[src/rtl/spi_cmd_decoder.sv]
// SPI command decoder: resynchronises the SPI receiver handshake, decodes read/write
// frames into a four-entry register file and drives a fan PWM from duty/prescale.
module spi_cmd_decoder #(
    parameter logic [7:0] ID_VALUE    = 8'hA5,
    parameter int         SYNC_STAGES = 2
) (
    input  logic        sysclk,
    input  logic        iReset,
    input  logic        iRxReady,
    input  logic [7:0]  iRx,
    input  logic        iSPICS,
    output logic        oTxReady,
    output logic [7:0]  oTx,
    output logic        oPwm,
    output logic [15:0] oProbe
);

    typedef enum logic [1:0] {
        IDLE  = 2'd0,
        CMD   = 2'd1,
        WDATA = 2'd2,
        HOLD  = 2'd3
    } state_t;

    logic [SYNC_STAGES-1:0] rx_sync_r;
    logic [SYNC_STAGES-1:0] cs_sync_r;
    logic                   rx_sync_s;
    logic                   cs_sync_s;
    logic                   rx_prev_r;
    logic                   cs_prev_r;
    logic                   rx_edge_r;
    logic [7:0]             byte_r;
    logic [7:0]             frame_count_r;

    state_t                 state_r;
    state_t                 state_nxt_s;
    logic [1:0]             addr_r;
    logic [1:0]             addr_nxt_s;
    logic [7:0]             tx_r;
    logic [7:0]             tx_nxt_s;
    logic                   tx_ready_r;
    logic                   tx_ready_nxt_s;
    logic                   wr_en_s;
    logic [7:0]             rd_data_s;

    logic [7:0]             duty_r;
    logic [7:0]             prescale_r;
    logic [7:0]             scratch_r;
    logic [7:0]             active_duty_r;
    logic [7:0]             pwm_cnt_r;
    logic [7:0]             presc_cnt_r;
    logic                   pwm_r;

    assign rx_sync_s = rx_sync_r[SYNC_STAGES-1];
    assign cs_sync_s = cs_sync_r[SYNC_STAGES-1];

    // Input synchronisers; CS idles high so a reset never looks like a frame start.
    always_ff @(posedge sysclk) begin
        if (iReset) begin
            rx_sync_r <= {SYNC_STAGES{1'b0}};
            cs_sync_r <= {SYNC_STAGES{1'b1}};
            rx_prev_r <= 1'b0;
            cs_prev_r <= 1'b1;
        end else begin
            rx_sync_r <= {rx_sync_r[SYNC_STAGES-2:0], iRxReady};
            cs_sync_r <= {cs_sync_r[SYNC_STAGES-2:0], iSPICS};
            rx_prev_r <= rx_sync_s;
            cs_prev_r <= cs_sync_s;
        end
    end

    // Byte-valid edge detect, byte capture and frame counter.
    always_ff @(posedge sysclk) begin
        if (iReset) begin
            rx_edge_r     <= 1'b0;
            byte_r        <= 8'h00;
            frame_count_r <= 8'h00;
        end else begin
            rx_edge_r <= rx_sync_s & ~rx_prev_r;
            if (rx_sync_s && !rx_prev_r) begin
                byte_r <= iRx;
            end
            if (cs_prev_r && !cs_sync_s) begin
                frame_count_r <= frame_count_r + 8'd1;
            end
        end
    end

    // Register read mux addressed by the command byte.
    always_comb begin
        rd_data_s = ID_VALUE;
        case (byte_r[1:0])
            2'd0:    rd_data_s = duty_r;
            2'd1:    rd_data_s = prescale_r;
            2'd2:    rd_data_s = scratch_r;
            default: rd_data_s = ID_VALUE;
        endcase
    end

    // Frame decoder next-state logic; a deasserted CS overrides any byte in flight.
    always_comb begin
        state_nxt_s    = state_r;
        addr_nxt_s     = addr_r;
        tx_nxt_s       = tx_r;
        tx_ready_nxt_s = tx_ready_r;
        wr_en_s        = 1'b0;
        if (cs_sync_s) begin
            state_nxt_s    = IDLE;
            tx_nxt_s       = 8'h00;
            tx_ready_nxt_s = 1'b0;
        end else begin
            case (state_r)
                IDLE: begin
                    state_nxt_s = CMD;
                end
                CMD: begin
                    if (rx_edge_r) begin
                        if (byte_r[7]) begin
                            addr_nxt_s  = byte_r[1:0];
                            state_nxt_s = WDATA;
                        end else begin
                            tx_nxt_s       = rd_data_s;
                            tx_ready_nxt_s = 1'b1;
                            state_nxt_s    = HOLD;
                        end
                    end else begin
                        state_nxt_s = CMD;
                    end
                end
                WDATA: begin
                    if (rx_edge_r) begin
                        wr_en_s     = 1'b1;
                        state_nxt_s = HOLD;
                    end else begin
                        state_nxt_s = WDATA;
                    end
                end
                HOLD: begin
                    state_nxt_s = HOLD;
                end
                default: begin
                    state_nxt_s    = IDLE;
                    tx_nxt_s       = 8'h00;
                    tx_ready_nxt_s = 1'b0;
                end
            endcase
        end
    end

    // Frame decoder state and response registers.
    always_ff @(posedge sysclk) begin
        if (iReset) begin
            state_r    <= IDLE;
            addr_r     <= 2'd0;
            tx_r       <= 8'h00;
            tx_ready_r <= 1'b0;
        end else begin
            state_r    <= state_nxt_s;
            addr_r     <= addr_nxt_s;
            tx_r       <= tx_nxt_s;
            tx_ready_r <= tx_ready_nxt_s;
        end
    end

    // Writable registers; address 3 is the read-only ID so writes there are dropped.
    always_ff @(posedge sysclk) begin
        if (iReset) begin
            duty_r     <= 8'h00;
            prescale_r <= 8'h00;
            scratch_r  <= 8'h00;
        end else if (wr_en_s) begin
            case (addr_r)
                2'd0:    duty_r     <= byte_r;
                2'd1:    prescale_r <= byte_r;
                2'd2:    scratch_r  <= byte_r;
                default: ;
            endcase
        end
    end

    // PWM timebase; duty is only adopted at period wrap so a pulse is never cut short.
    always_ff @(posedge sysclk) begin
        if (iReset) begin
            presc_cnt_r   <= 8'h00;
            pwm_cnt_r     <= 8'h00;
            active_duty_r <= 8'h00;
            pwm_r         <= 1'b0;
        end else begin
            pwm_r <= (pwm_cnt_r < active_duty_r);
            if (presc_cnt_r > prescale_r) begin
                presc_cnt_r <= 8'h00;
            end else if (presc_cnt_r == prescale_r) begin
                presc_cnt_r <= 8'h00;
                pwm_cnt_r   <= pwm_cnt_r + 8'd1;
                if (pwm_cnt_r == 8'hFF) begin
                    active_duty_r <= duty_r;
                end
            end else begin
                presc_cnt_r <= presc_cnt_r + 8'd1;
            end
        end
    end

    assign oTxReady = tx_ready_r;
    assign oTx      = tx_r;
    assign oPwm     = pwm_r;
    assign oProbe   = {frame_count_r, 2'b00, state_r, 1'b0, rx_edge_r, cs_sync_s, tx_ready_r};

endmodule

[config.mk]
export PLATFORM = sky130hd
export DESIGN_NAME = spi_cmd_decoder
export DESIGN_NICKNAME = d
export VERILOG_FILES = /design/src/rtl/spi_cmd_decoder.sv
export SDC_FILE = /design/constraint.sdc
export NUM_CORES = 1
export LEC_CHECK = 0
export BUFFER_PORTS_ARGS = -buffer_cell sky130_fd_sc_hd__buf_2
export CORE_MARGIN = 8
export CORE_UTILIZATION = 58
export CTS_CLUSTER_SIZE = 24
export DETAILED_ROUTE_END_ITERATION = 6
export GPL_TIMING_DRIVEN = 1
export PLACE_DENSITY = 0.88
export SYNTH_ARGS = -nofsm -noshare
export SYNTH_HDL_FRONTEND = slang
export SYNTH_SLANG_ARGS = --single-unit
[constraint.sdc]
create_clock -name sysclk -period 1.9 [get_ports sysclk]
set_input_delay 0.285 -clock sysclk [delete_from_list [all_inputs] [get_ports sysclk]]
set_output_delay 0.285 -clock sysclk [all_outputs]
set_load 0.005 [all_outputs]
==> metrics.md <==
| Metric | Value |
|---|---|
| Critical-path cell list | inv_1 > ha_1 > and4_1 > nand4_1 > buf_4 > o21ai_0 > a21oi_1 |
| Fin Setup TNS | 0 ns |
| Top FF cell, synth | dfxtp_1 |
| Horiz. Die Dim | 96.5 um |
| Via/cell ratio | 5.57 |
| Vias | 2,882 |
| Clk pwr share | 35.9% |
| Int Pwr | 2.32 mW |
| Switching Fraction | 23.4% |
| CP arrival | 2.02 ns |
| Asr flop ratio synth | 0% |
| Hold-fix buffers, CTS | 0 |
| CTS buffer count | 9 |
| Final max-slew violation count | 0 |
| Top-Level Pins | 38 |
| Worst setup path class | flop to flop |
| First-pass GRT wire length | 13,200 um |
| Largest net degree at the start of global routing | 32 |
| Switching component of the power | 0.707 mW |
| Max IR drop VDD | 0.640 mV |
| WHS Endpoint | cs_sync_r[0]$_SDFF_PP1_ |
| Comb power frac | 3.8% |
| Die Span Y | 96.5 um |
| Max Cap Violations | 0 |
| Highest Clock Rate | 559 MHz |
| Worst hold-check path type | input pin to flop |
| Synth Register Bits | 85 |
| Static Leakage | 1.68 nW |
| CP Max Fanout | 8 |
| Layout cells sized above 1 | 15.2% |
| Syn. warnings | 0 |
| Skew-Pair Late Insertion Delay | 0.35 ns |
| Die area | 9310 um^2 |
| Storage element area | 1700 um^2 |
| Flop pwr share | 60.3% |
| Drt first pass iters | 4 |
| Bufs on Longest Clock Path | 2 |
| # DRC | 0 |
| Total power | 3.02 mW |
| Wire per inst | 15.1 um |
| Final hold viol count | 0 |
| Clk pin slew, worst setup/hold paths | 0.08 ns |
| Post-synth EDFFs | 0 |
| Largest stage delay, worst path | 0.39 ns |
| Min-Delay Path Depth | 2 |
| Vias in the first global route | 2,790 |
| RSZ-0062 raised after global routing | no |
| Dpl ws | 0.0235 ns |
| Row count | 29 |
| Initial antenna violation count | 0 |
| Tmin final | 1.79 ns |
| Syn avg cell area | 9.25 um^2 |
| GPL Wtd Cong | 0.835 |
| Final WS setup | 0.112 ns |
| CTS sink count | 85 |
| Cell Pwr Density | 735 nW/um^2 |
| Number of nets with antenna violations after routing | 0 |
| Period utilization | 94.1% |
| Clock skew | 0.00351 ns |
| Core area | 6310 um^2 |
| Gr usage total | 18.1% |
| Reg-to-Reg Start | prescale_r[3]$_SDFFE_PP0P_ |
| CP Data Required Time | 2.13 ns |
| DRT iter0 DRCs | 268 |
| CTS Root Cell | clkbuf_8 |
| Reg2Reg Capture Point | active_duty_r[0]$_SDFFE_PP0P_ |
| Slowest cell on crit path | dfxtp_1 |
| Status | completed |
| Register-to-Register Path Depth | 7 |
| DP HPWL | 5670 um |
| Max transition margin | 61.0% |
| Initial Util | 59.5% |
| Reg2Reg Setup Slack | 0.11 ns |
| Area growth from synthesis to layout | 9.49% |
| Final number of setup-violating endpoints | 0 |
| Final wirelength | 7780 um |
| Filler Cells Inserted | 528 |
| Count of input and output buffers | 34 |
| Mapped Area | 3760 um^2 |
| Syn Inst Count | 406 |
| CTS tree | done |
| CP endpoint kind | flop |
| Total Nets Final | 465 |
| H-tree depth | 3 |
| Kind of launch point of the worst setup path | flop |
| Worst slew pin tran | 0.583 ns |
| Antenna diodes | 0 |
| Grt ovf | 0 |
| Distinct cells, synth | 39 |
| Sequential fraction of the synthesis area | 45.3% |
| Multi-input gate area | 1850 um^2 |
| Hold_sp | iSPICS |
## worst max path at each step
stage                          startpoint                       endpoint  slack (ns)  cells past startpoint
3_5_place_dp   prescale_r[6]$_SDFFE_PP0P_  active_duty_r[0]$_SDFFE_PP0P_        0.02                      6
2_1_floorplan  prescale_r[3]$_SDFFE_PP0P_  active_duty_r[4]$_SDFFE_PP0P_        0.29                      8
3_3_place_gp   prescale_r[6]$_SDFFE_PP0P_  active_duty_r[0]$_SDFFE_PP0P_        0.15                      6
6_report       prescale_r[3]$_SDFFE_PP0P_  active_duty_r[0]$_SDFFE_PP0P_        0.11                      7
5_1_grt        prescale_r[3]$_SDFFE_PP0P_      presc_cnt_r[4]$_SDFF_PP0_       0.006                      6
4_1_cts        prescale_r[6]$_SDFFE_PP0P_  active_duty_r[0]$_SDFFE_PP0P_       0.005                      6
## worst max-delay path, delay by kind of cell, from the launching register on
kind,cells,cell delay [ns]
buffers and inverters,2,0.24
flip-flops,1,0.39
AND/OR/NAND/NOR,2,0.43
AO/OA/AOI/OAI,2,0.28
adder cells (fa/ha/maj),1,0.32
## layout make-up
type | count | area share, %
timing repair buffer | 44 | 5.96
tap | 77 | 2.34
clock inverter | 5 | 0.669
inverter | 16 | 1.46
clock buffer | 11 | 3.19
sequential | 85 | 41.4
multi-input combinational | 279 | 45.0
## cell usage after synthesis, types with 8 or more instances
cell type  number  area share [%]
ha_1           18             6.0
mux2i_1        45              12
nand3_1        16             2.1
xor2_1         13             3.0
buf_4          11             2.2
nor2b_1         8             1.3
o21ai_0        21             2.8
dfxtp_1        85              45
nor2_1         72             7.2
nand4_1         9             1.5
nand2_1         8            0.80
inv_1          16             1.6
a21oi_1        19             2.5
clkbuf_1        9            0.90
## placed cells by master (no fill, tap or decap), types with 2 or more instances in the layout
master    Yosys  final
nand2_1       8      8
ha_1         18     18
buf_2         5     34
conb_1        1      3
and3_1        3      3
dfxtp_1      85     85
or2_2         3      3
a21o_1        3      3
inv_1        16     16
o21ai_0      21     21
clkbuf_8      0      9
clkinv_2      0      4
a211oi_1      6      6
xor2_1       13     13
nand3b_1      3      3
nor2b_1       8      8
nor3b_1       2      2
mux2i_1      45     45
nand3_1      16     16
nor2_1       72     72
clkbuf_1      9      2
a21oi_1      19     19
nand4_1       9      9
and2_1        4      4
and4_1        5      3
buf_4        11     10
and4_2        0      2
xnor2_1       6      6
## layer usage
layer / track usage (%) / routed length (um) / vias up
met3: 5.56 / 493 / 13
li1: - / - / 1430
met2: 29.9 / 3660 / 78
met5: 0 / 0 / -
met1: 21.9 / 3490 / 1361
met4: 5.80 / 132 / 0
## stage by stage
stage | std cells | area, um^2 | util [%] | hold slack, ns
floorplan | 408 | 3760 | - | 0.389
global placement | 500 | 3950 | 62.5 | 0.395
detailed placement | 500 | 3950 | 62.5 | 0.396
CTS | 516 | 4100 | 65.0 | 0.102
global route | 517 | 4110 | 65.2 | 0.0937
finish | 517 | 4110 | 65.2 | 0.107
## cells by family (layout without fill, tap and decap cells)
family	Yosys count	after routing	synth area share (%)
multiplexers	45	45	12.0
flip-flops	85	85	45.3
AND/OR/NAND/NOR	141	141	18.5
other	1	3	0.0998
buffers and inverters	44	76	5.69
XOR/XNOR	19	19	4.43
AO/OA/AOI/OAI	53	53	8.03
adder cells (fa/ha/maj)	18	18	5.99
## flip-flops by register name, indices dropped and copies added (netlist names), 2 cells and up
register	flops
active_duty_r	8
byte_r	8
duty_r	8
frame_count_r	8
oTx	8
presc_cnt_r	8
prescale_r	8
pwm_cnt_r	8
scratch_r	8
addr_r	2
cs_sync_r	2
rx_sync_r	2
state_r	2
## power by group through the flow
stage | clock (mW) | sequential, mW | combinational (mW)
2_1_floorplan | 0 | 1.86 | 0.0842
3_3_place_gp | 0 | 1.86 | 0.111
3_5_place_dp | 0 | 1.87 | 0.114
4_1_cts | 1.10 | 1.82 | 0.115
5_1_grt | 1.19 | 1.83 | 0.129
6_report | 1.09 | 1.82 | 0.114
## timing repair
item                       in CTS  in global routing
buffers inserted                0                  1
setup endpoints to repair       0                 17
gates resized for setup         0                  2
No activity file was read; power rests on OpenSTA's default activity.
